### config.mk
export PLATFORM = sky130hd
export DESIGN_NAME = membus_master
export DESIGN_NICKNAME = d
export VERILOG_FILES = /design/src/rtl/membus_master_pkg.sv /design/src/rtl/membus_master_tmo.sv /design/src/rtl/membus_master.sv
export SDC_FILE = /design/constraint.sdc
export NUM_CORES = 1
export LEC_CHECK = 0
export CORE_ASPECT_RATIO = 0.5
export CORE_MARGIN = 2
export CORE_UTILIZATION = 42
export CTS_BUF_LIST = sky130_fd_sc_hd__clkbuf_8
export DETAILED_ROUTE_END_ITERATION = 6
export PLACE_DENSITY = 0.79
export SYNTH_ARGS = -nofsm -noshare
export SYNTH_HDL_FRONTEND = slang
export SYNTH_SLANG_ARGS = --single-unit
### constraint.sdc
create_clock -name clk -period 4.9 [get_ports clk]
set_clock_uncertainty 0.2 [all_clocks]
set_input_delay 0.98 -clock clk [delete_from_list [all_inputs] [get_ports clk]]
set_output_delay 0.98 -clock clk [all_outputs]
set_load 0.05 [all_outputs]
### src/rtl/membus_master_pkg.sv
// Shared definitions for the PDP-6 memory-bus initiator: widths, FSM states
// and the address-to-bus field split.
package membus_master_pkg;

  localparam int WORD_W = 36;
  localparam int ADDR_W = 18;
  localparam int MA_W   = 15;
  localparam int SEL_W  = 4;

  typedef enum logic [2:0] {
    ST_IDLE,
    ST_ADDR,
    ST_RDWAIT,
    ST_RSP,
    ST_WDWAIT,
    ST_WRRS
  } state_t;

  // Address bits [21:35] (PDP numbering, bit 35 = LSB) go to the memory address lines.
  function automatic logic [MA_W-1:0] addr_ma(input logic [ADDR_W-1:0] a);
    return a[MA_W-1:0];
  endfunction

  // Address bits [18:21] select the memory module; bit 21 is shared with ma.
  function automatic logic [SEL_W-1:0] addr_sel(input logic [ADDR_W-1:0] a);
    return a[ADDR_W-1:ADDR_W-SEL_W];
  endfunction

endpackage

### src/rtl/membus_master_tmo.sv
// Saturating timeout counter: cleared by clr, counts while en, and flags
// expired on the clock that would bring the count to TMO_CYCLES.
module membus_master_tmo #(
  parameter int TMO_CYCLES = 1000,
  parameter int TMO_W      = 10
) (
  input  logic clk,
  input  logic reset,
  input  logic clr,
  input  logic en,
  output logic expired
);

  localparam logic [TMO_W-1:0] LAST = TMO_W'(TMO_CYCLES - 1);
  localparam logic [TMO_W-1:0] ONE  = TMO_W'(1);

  logic [TMO_W-1:0] count_reg;

  // Count enabled clocks, holding at the last value instead of wrapping.
  always_ff @(posedge clk or posedge reset) begin
    if (reset) begin
      count_reg <= '0;
    end else if (clr) begin
      count_reg <= '0;
    end else if (en && (count_reg != LAST)) begin
      count_reg <= count_reg + ONE;
    end
  end

  assign expired = en && (count_reg == LAST);

endmodule

### src/rtl/membus_master.sv
// Processor-side membus initiator: turns valid/ready commands into read,
// write and read-pause-write bus cycles, with timeout on missing memory.
module membus_master
  import membus_master_pkg::*;
#(
  parameter int TMO_CYCLES = 1000,
  parameter int TMO_W      = 10
) (
  input  logic              clk,
  input  logic              reset,
  input  logic              cmd_valid,
  output logic              cmd_ready,
  input  logic              cmd_rd,
  input  logic              cmd_wr,
  input  logic              cmd_fmc,
  input  logic [ADDR_W-1:0] cmd_addr,
  input  logic [WORD_W-1:0] cmd_wdata,
  output logic              rsp_valid,
  input  logic              rsp_ready,
  output logic [WORD_W-1:0] rsp_rdata,
  output logic              rsp_err,
  input  logic              wd_valid,
  output logic              wd_ready,
  input  logic [WORD_W-1:0] wd_data,
  output logic              membus_rq_cyc,
  output logic              membus_rd_rq,
  output logic              membus_wr_rq,
  output logic [MA_W-1:0]   membus_ma,
  output logic [SEL_W-1:0]  membus_sel,
  output logic              membus_fmc_select,
  output logic [WORD_W-1:0] membus_mb_out,
  output logic              membus_wr_rs,
  input  logic              membus_addr_ack,
  input  logic              membus_rd_rs,
  input  logic [WORD_W-1:0] membus_mb_in
);

  state_t              state_reg, state_next;
  logic                rd_reg, wr_reg, fmc_reg;
  logic [ADDR_W-1:0]   addr_reg;
  logic [WORD_W-1:0]   wdata_reg, mb_reg, rdata_reg;
  logic                err_reg, phase_reg;
  logic                tmo_expired;

  membus_master_tmo #(
    .TMO_CYCLES(TMO_CYCLES),
    .TMO_W     (TMO_W)
  ) u_tmo (
    .clk    (clk),
    .reset  (reset),
    .clr    (state_next != state_reg),
    .en     ((state_reg == ST_ADDR) || (state_reg == ST_RDWAIT)),
    .expired(tmo_expired)
  );

  // State register; reset lands in IDLE so every bus line drops immediately.
  always_ff @(posedge clk or posedge reset) begin
    if (reset) state_reg <= ST_IDLE;
    else       state_reg <= state_next;
  end

  // Next state and bus/handshake outputs, all decoded from the current state.
  always_comb begin
    state_next        = state_reg;
    cmd_ready         = 1'b0;
    rsp_valid         = 1'b0;
    wd_ready          = 1'b0;
    membus_rq_cyc     = 1'b0;
    membus_rd_rq      = 1'b0;
    membus_wr_rq      = 1'b0;
    membus_ma         = '0;
    membus_sel        = '0;
    membus_fmc_select = 1'b0;
    membus_mb_out     = '0;
    membus_wr_rs      = 1'b0;
    case (state_reg)
      ST_IDLE: begin
        cmd_ready = 1'b1;
        if (cmd_valid) state_next = (cmd_rd || cmd_wr) ? ST_ADDR : ST_RSP;
      end
      ST_ADDR: begin
        membus_rq_cyc     = 1'b1;
        membus_rd_rq      = rd_reg;
        membus_wr_rq      = wr_reg;
        membus_ma         = addr_ma(addr_reg);
        membus_sel        = addr_sel(addr_reg);
        membus_fmc_select = fmc_reg;
        membus_mb_out     = (wr_reg && !rd_reg) ? wdata_reg : '0;
        // An acknowledge on the expiry clock still wins.
        if (membus_addr_ack) state_next = rd_reg ? ST_RDWAIT : ST_WRRS;
        else if (tmo_expired) state_next = ST_RSP;
      end
      ST_RDWAIT: begin
        if (membus_rd_rs || tmo_expired) state_next = ST_RSP;
      end
      ST_RSP: begin
        rsp_valid = 1'b1;
        if (rsp_ready) state_next = (rd_reg && wr_reg && !err_reg) ? ST_WDWAIT : ST_IDLE;
      end
      ST_WDWAIT: begin
        wd_ready = 1'b1;
        if (wd_valid) state_next = ST_WRRS;
      end
      ST_WRRS: begin
        membus_mb_out = wdata_reg;
        membus_wr_rs  = phase_reg;
        // RPW already answered after its read half, so it goes straight home.
        if (phase_reg) state_next = rd_reg ? ST_IDLE : ST_RSP;
      end
      default: state_next = ST_IDLE;
    endcase
  end

  // Command latch, read-data accumulation and response capture.
  always_ff @(posedge clk or posedge reset) begin
    if (reset) begin
      rd_reg    <= 1'b0;
      wr_reg    <= 1'b0;
      fmc_reg   <= 1'b0;
      addr_reg  <= '0;
      wdata_reg <= '0;
      mb_reg    <= '0;
      rdata_reg <= '0;
      err_reg   <= 1'b0;
      phase_reg <= 1'b0;
    end else begin
      phase_reg <= (state_reg == ST_WRRS) && !phase_reg;
      case (state_reg)
        ST_IDLE: begin
          if (cmd_valid) begin
            rd_reg    <= cmd_rd;
            wr_reg    <= cmd_wr;
            fmc_reg   <= cmd_fmc;
            addr_reg  <= cmd_addr;
            wdata_reg <= cmd_wdata;
            mb_reg    <= '0;
            rdata_reg <= '0;
            err_reg   <= !(cmd_rd || cmd_wr);
          end
        end
        ST_ADDR: begin
          if (!membus_addr_ack && tmo_expired) begin
            rdata_reg <= '0;
            err_reg   <= 1'b1;
          end
        end
        ST_RDWAIT: begin
          // The bus is wire-OR and idles at 0, so OR-ing every clock catches the strobe.
          mb_reg <= mb_reg | membus_mb_in;
          if (membus_rd_rs) begin
            rdata_reg <= mb_reg | membus_mb_in;
            err_reg   <= 1'b0;
          end else if (tmo_expired) begin
            rdata_reg <= '0;
            err_reg   <= 1'b1;
          end
        end
        ST_WDWAIT: begin
          if (wd_valid) wdata_reg <= wd_data;
        end
        ST_WRRS: begin
          if (phase_reg && !rd_reg) begin
            rdata_reg <= '0;
            err_reg   <= 1'b0;
          end
        end
        default: ;
      endcase
    end
  end

  assign rsp_rdata = rdata_reg;
  assign rsp_err   = err_reg;

endmodule

==> results by group, run 1 <==
Clocking
  – CTS Hold Bufs: 0
  – CTS sink count: 144
  – Clock-pin slew on the worst setup and hold paths: 0.09 ns
  – CTS tree: done
  – Worst skew pair latency: 0.43 ns
  – Htree depth: 4
  – Post_cts resized: 0
  – # Post-CTS Setup Buffers: 0
  – Clock tree buffer depth: 2
  – Number of CTS-inserted buffers: 17
  – CTS root buffer: clkbuf_8

STA
  – Unrepaired setup endpoints after global routing: false
  – Setup violations, final: 0
  – Setup TNS: 0 ns
  – Hold violation count in the final report: 0
  – Setup ws final: just over 0.7 ns
  – Fmax: 0.239 GHz
  – Final Cycle Share: 85.3%
  – Fin crit period: ~4.2 ns
  – Worst slew margin: between 20% and 30%
  – Worst Hold Margin: 0.284 ns
  – Pins Over Slew Limit: 0
  – Worst Tran Pin Value: around 1.1 ns

Routing
  – DRC viols: 0
  – WL/cell: between 15 and 20 microns
  – Vias per Instance: 5.09
  – Final ANT Viol Nets: 0
  – First drt pass iteration count: 5
  – DR iter-0 viols: 257
  – Via count: about 5400
  – Routed WL: approximately 17000 microns

Cells and area
  – Post-route cell area: between 9000 and 10000 sq um
  – Final cell count without fillers: approximately 1100
  – Synth-to-Final Area Change: 44.9%
  – Final core occ: 61.8%
  – Share of cells above drive strength 1: 8.98%
  – Nets: between 900 and 1000
  – Ant. Diodes: 0

Floorplanning
  – # rows: 32
  – Die width: 180 microns
  – Starting Density: 42.7%
  – Die height: slightly above 90 microns
  – Die ar.: 16600 sq um
  – Core area: 15300 sq um
  – Ports: 236

Yosys
  – Mux cell area share after synthesis: 9.81%
  – Largest family of logic cells by synthesized area: simple AND/OR/NAND/NOR gates
  – Syn_nets: between 700 and 800
  – Seq/Total Area, Yosys: 55.1%
  – Synth Area in Compound Gates: 12.5%
  – Synthesized flop and latch total: approximately 140
  – Post-synth EDFFs: 0
  – Ys async rst share: 100%
  – Simple-gate portion of the synthesized area: 17.8%
  – Ys flop type: dfrtp_1
  – Mapped Area: ~6500 sq um
  – YS warnings: 0
  – Netlist cell types: 49
  – Syn avg cell area: 10.5 sq um
  – Synth Area in Adders: less than 1%
  – Synth Area in XOR/XNOR: 1.21%
  – Post-Synthesis Cells: 621

Setup path
  – Startpoint types: flop
  – CP endpoint kind: primary output
  – Worst Reg-to-Reg Cells: 5
  – Worst Path Arrival: about 3 ns
  – Required time of the critical path: roughly 3.7 ns
  – Crit-path max FO: 36
  – Crit path launch: state_reg[0]
  – R2r setup slk: around 1.7 ns
  – Capture point of the worst reg-to-reg path: rsp_rdata[6]
  – Crit Path Category: reg2out
  – Worst reg2reg path startpoint: state_reg[2]

Placed design
  – Pre-CTS setup slack: 1.20 ns
  – Post-placement cell count: roughly 1000
  – GP Congestion: 0.882
  – PortBufs: about 240
  – Cell Area, Placed: 9060 sq um
  – Post-DP HPWL: 12200 microns

Global routing
  – Initial antenna violation count: 0
  – GR Overflow Total: 0
  – Largest net degree at the start of global routing: between 70 and 80
  – Global-route wire length before repair: about 28000 microns
  – Gr usage total: 20.9%
  – Vias in the first global route: 5449

Min path
  – Hold crit path type: reg2reg
  – Hold Path Sink: wdata_reg[9]
  – Hold wc startpoint: wdata_reg[9]
  – Hold Crit Depth: 2

Pwr
  – Power share of the sequential group: 32.4%
  – Int Pwr: 3.23 mW
  – Clock network fraction of design power: 16.7%
  – Sw Share: 45.7%
  – LEAKAGE: 3.97 nW
  – P per Cell Area: between 600 and 700 nW/um^2
  – Combinational power share: 50.9%
  – NetSw: 2.72 mW
  – Worst VDD drop: between 0.2 and 0.25 mV
  – Tot Pwr: ~6 mW

Job
  – Max-cap violations: 0

Outcome
  – Status: finished clean
## worst max-delay path, stage by stage, from the launching register on
cell	delay (ns)
dfrtp_1	0.79
or2b_4	0.38
nor2_2	0.11
buf_4	0.30
and2_1	0.18
clkdlybuf4s50_1	0.81
## how the worst max path moves through the flow
stage / endpoint / slack, ns / cells after the start
after floorplan: membus_ma[10] / 1.76 / 4
after CTS: membus_mb_out[5] / 0.73 / 5
final: membus_mb_out[16] / 0.72 / 5
after global routing: membus_mb_out[20] / 0.54 / 5
after global placement: membus_mb_out[17] / 1.28 / 5
after detailed placement: membus_mb_out[29] / 1.20 / 5
## cell usage in the layout, fill, tap and decap left out, types with 2 or more instances in the layout
cell type,n
nand2_1,46
nor4_1,2
mux2i_1,38
a21oi_1,42
or2_2,2
nor2_2,2
inv_6,4
buf_4,7
nand2b_1,3
clkbuf_8,18
o21ai_0,36
o2bb2ai_1,38
nor2_1,78
and2_1,58
inv_8,2
and3_1,2
mux2_2,20
bufinv_16,2
xor2_1,7
nand4_1,2
nor3b_1,3
clkinvlp_4,2
o21ai_1,3
or3_1,2
clkinv_4,3
nand3_1,7
nor3_1,14
clkdlybuf4s50_1,235
buf_12,2
dfrtp_1,144
inv_1,4
xnor2_1,2
o31ai_1,2
## cell families (layout without fill, tap and decap cells)
kind of cell / after synthesis / count (layout)
multiplexers: 60 / 60
flip-flops: 144 / 144
adder cells (fa/ha/maj): 1 / 1
XOR/XNOR: 9 / 9
buffers and inverters: 45 / 281
AND/OR/NAND/NOR: 234 / 234
AO/OA/AOI/OAI: 128 / 128
## Yosys cell counts, types with 7 or more instances
| cell type | number | share of area, % |
|---|---|---|
| nand3_1 | 7 | 0.54 |
| xor2_1 | 7 | 0.94 |
| clkbuf_1 | 16 | 0.92 |
| dfrtp_1 | 144 | 55 |
| mux2i_1 | 38 | 5.8 |
| nor2_1 | 81 | 4.6 |
| mux2_2 | 20 | 3.4 |
| nor3_1 | 14 | 1.1 |
| buf_2 | 12 | 0.92 |
| and2_1 | 59 | 5.6 |
| nand2_1 | 46 | 2.6 |
| a21oi_1 | 42 | 3.2 |
| o21ai_0 | 36 | 2.8 |
| o2bb2ai_1 | 38 | 5.1 |
## layout make-up
class / count / area, sq um
Clock inverter: 14 / 173
Clock buffer: 18 / 248
Timing Repair Buffer: 244 / 2440
Multi-Input combinational cell: 432 / 2730
Inverter: 5 / 22.5
Sequential cell: 144 / 3600
Fill cell: 1221 / 5850
Tap cell: 204 / 255
## power groups by stage
| stage | Sequential, mW | Combinational [mW] | Clock, mW |
|---|---|---|---|
| global placement | 1.94 | 2.98 | 0 |
| global route | 1.99 | 3.23 | 1.07 |
| detailed placement | 1.94 | 3.05 | 0 |
| floorplan | 2.16 | 1.84 | 0 |
| finish | 1.93 | 3.03 | 0.990 |
| CTS | 1.93 | 3.05 | 1.02 |
## layer usage
metal / vias up / part of all wire, % / track usage, % / wire, microns
met2: 161 / 52 / 37.2 / 8930
met3: 30 / 4.0 / 3.26 / 683
met4: 0 / 2.4 / 7.46 / 413
li1: 2594 / - / - / -
met5: - / 0 / 0 / 0
met1: 2616 / 42 / 25.9 / 7210
Note: power is estimated with default switching activity, not from simulation.
==> run 2, diff against run 1 <==
--- a/config.mk
+++ b/config.mk
@@ -11,6 +11,7 @@
 export CTS_BUF_LIST = sky130_fd_sc_hd__clkbuf_8
 export DETAILED_ROUTE_END_ITERATION = 6
 export PLACE_DENSITY = 0.79
+export SKIP_CTS_REPAIR_TIMING = 1
 export SYNTH_ARGS = -nofsm -noshare
 export SYNTH_HDL_FRONTEND = slang
 export SYNTH_SLANG_ARGS = --single-unit
==> results of run 2 <==
No change in the layout: final DEF, timing and power equal those of run 1.
==> run 3, diff against run 2 <==
--- a/config.mk
+++ b/config.mk
@@ -7,10 +7,10 @@
 export LEC_CHECK = 0
 export CORE_ASPECT_RATIO = 0.5
 export CORE_MARGIN = 2
-export CORE_UTILIZATION = 42
+export CORE_UTILIZATION = 46
 export CTS_BUF_LIST = sky130_fd_sc_hd__clkbuf_8
 export DETAILED_ROUTE_END_ITERATION = 6
-export PLACE_DENSITY = 0.79
+export PLACE_DENSITY = 0.82
 export SKIP_CTS_REPAIR_TIMING = 1
 export SYNTH_ARGS = -nofsm -noshare
 export SYNTH_HDL_FRONTEND = slang
==> constraint.sdc (replaced) <==
create_clock -name clk -period 4.37 [get_ports clk]
set_clock_uncertainty 0.2 [all_clocks]
set_input_delay 0.874 -clock clk [delete_from_list [all_inputs] [get_ports clk]]
set_output_delay 0.874 -clock clk [all_outputs]
set_load 0.05 [all_outputs]
==> run 3 against run 2 <==
- count of clock-buffer cells in the layout fell by 1
- sequential share of layout area rose by 0.21 points
- die area fell by 8.4%
- global-route usage rose by 1.1 points
- utilization rose by 7.0 points
- wire length fell by 3.0%
- sequential power rose by 10%
- critical path depth did not move
- non-clock buffer count rose by 3
- final area fell by 0.55%
- final cell count fell by 0.85%
- critical path type unchanged
- critical endpoint is now membus_mb_out[23]
- largest power group unchanged
==> results by group, run 3 (same netlist as run 1, synthesis figures left out) <==
Placed design
  – PortBufs: 235 (unchanged)
  – Pre-CTS setup slack: 1.01 ns (was 1.20 ns)
  – GP Congestion: 0.869 (was 0.882)
  – Post-DP HPWL: 12000 microns (was 12200 microns)
  – Post-placement cell count: 1020 (was 1029)

Job
  – Max-cap violations: 0 (unchanged)

Global routing
  – Global-route wire length before repair: 26700 microns (was 28000 microns)
  – Gr usage total: 21.9% (was 20.9%)
  – Largest net degree at the start of global routing: 66 (was 73)
  – GR Overflow Total: 0 (unchanged)
  – Vias in the first global route: 5395 (was 5449)
  – Initial antenna violation count: 0 (unchanged)

Outcome
  – Status: finished clean (unchanged)

Cells and area
  – Most common cell after layout, fill and taps aside: clkdlybuf4s50_1 (unchanged)
  – Final cell count without fillers: 1052 (was 1061)
  – Share of cells above drive strength 1: 9.30% (was 8.98%)
  – Nets: 984 (was 981)
  – Synth-to-Final Area Change: 44.1% (was 44.9%)
  – Most frequent cells in the layout: clkdlybuf4s50_1, dfrtp_1, nor2_1, and2_1, nand2_1 (unchanged)
  – Ant. Diodes: 0 (unchanged)

Routing
  – Final ANT Viol Nets: 0 (unchanged)
  – Via count: 5360 (was 5401)
  – DR iter-0 viols: 242 (was 257)
  – Vias per Instance: 5.10 (was 5.09)
  – DRC viols: 0 (unchanged)
  – Routed WL: 16700 microns (was 17200 microns)
  – WL/cell: 15.9 microns (was 16.2 microns)
  – First drt pass iteration count: 4 (was 5)

STA
  – Setup violations, final: 0 (unchanged)
  – Unrepaired setup endpoints after global routing: false (unchanged)
  – Fmax: 0.262 GHz
  – Setup ws final: 0.551 ns (was 0.722 ns)
  – Worst slew margin: 44.7% (was 25.7%)
  – Setup TNS: 0 ns (unchanged)
  – Pins Over Slew Limit: 0 (unchanged)
  – Fin crit period: 3.82 ns
  – Hold violation count in the final report: 0 (unchanged)
  – Final Cycle Share: 87.4%
  – Worst Tran Pin Value: 0.829 ns (was 1.11 ns)

Pwr
  – LEAKAGE: 3.95 nW (was 3.97 nW)
  – Worst VDD drop: 0.328 mV (was 0.249 mV)
  – P per Cell Area: 693 nW/um^2 (was 627 nW/um^2)

Clocking
  – CTS root buffer: clkbuf_8 (unchanged)
  – CTS tree: done (unchanged)
  – Number of CTS-inserted buffers: 17 (unchanged)
  – Htree depth: 4 (unchanged)
  – Clock-pin slew on the worst setup and hold paths: 0.09 ns (about the same)
  – Worst skew pair latency: 0.43 ns (about the same)
  – Clock tree buffer depth: 2 (unchanged)
  – CTS sink count: 144 (unchanged)

Setup path
  – R2r setup slk: 1.28 ns (was 1.71 ns)
  – Worst Path Arrival: 2.75 ns (was 3.00 ns)
  – Required time of the critical path: 3.30 ns (was 3.72 ns)
  – CP endpoint kind: primary output (unchanged)
  – Startpoint types: flop (unchanged)
  – Crit Path Category: reg2out (unchanged)
  – Crit-path max FO: 36 (unchanged)

Floorplanning
  – Die height: 88.3 microns (was 92.2 microns)
  – Die ar.: 15200 sq um (was 16600 sq um)
  – Core area: 13700 sq um (was 15300 sq um)
  – Die width: 173 microns (was 180 microns)
  – # rows: 30 (was 32)
  – Starting Density: 47.7% (was 42.7%)
  – Ports: 236 (unchanged)

Min path
  – Hold crit path type: reg2reg (unchanged)
==> run 3: changes by cell type in the layout (fill, tap and decap cells not counted), sizes merged <==
cell | previous run | this run
clkinvlp | 2 | 6
buf | 9 | 12
bufinv | 2 | 0
clkinv | 5 | 3
clkbuf | 18 | 17
inv | 10 | 11
==> run 3: power by group <==
| group | switching [mW] | internal [mW] | total, mW |
|---|---|---|---|
| Sequential | 0.307 | 1.82 | 2.13 |
| Clock | 0.559 | 0.409 | 0.968 |
| Combinational | 2.17 | 1.27 | 3.43 |
| Total | 3.03 | 3.50 | 6.53 |
==> run 3: critical path, stage by stage, from the launching register on <==
cell             delay [ns]
dfrtp_1                0.55
or2b_4                 0.36
nor2_2                 0.11
buf_4                  0.30
and2_1                 0.20
clkdlybuf4s50_1        0.80
==> run 3: per-stage QoR <==
stage	hold WS, ns	power, mW	cell area [sq um]	util [%]
after global placement	0.261	5.52	9070	66.2
after CTS	0.283	6.59	9430	68.8
final	0.280	6.53	9430	68.8
after global routing	0.300	6.92	9430	68.8
after floorplan	0.242	4.49	6550	-
after detailed placement	0.263	5.60	9070	66.2
==> run 3: worst paths after layout <==
path / cells after the start / startpoint / endpoint
setup / recovery: 5 / state_reg[1] / membus_mb_out[23]
hold / removal: 2 / wdata_reg[33] / wdata_reg[33]
setup reg to reg: 5 / state_reg[2] / rsp_rdata[32]
hold reg to reg: 2 / wdata_reg[33] / wdata_reg[33]
max in group asynchronous: 3 / reset / u_tmo.count_reg[3]
min in group asynchronous: 2 / reset / rsp_rdata[8]
==> run 3: area by class of cell <==
class | count | area [sq um]
Multi-Input combinational cell | 432 | 2730
Inverter | 5 | 22.5
Sequential cell | 144 | 3600
Timing Repair Buffer | 247 | 2470
Clock inverter | 15 | 126
Clock buffer | 17 | 234
Tap cell | 192 | 240
Fill cell | 1088 | 4270
==> run 3: routing by layer <==
layer  up-vias  share of wire [%]  GRT usage (%)
met5         -                  0              0
met4         0                2.8           10.1
met3        34                4.7           4.68
met2       145                 51           38.5
met1      2588                 42           26.7
li1       2593                  -              -
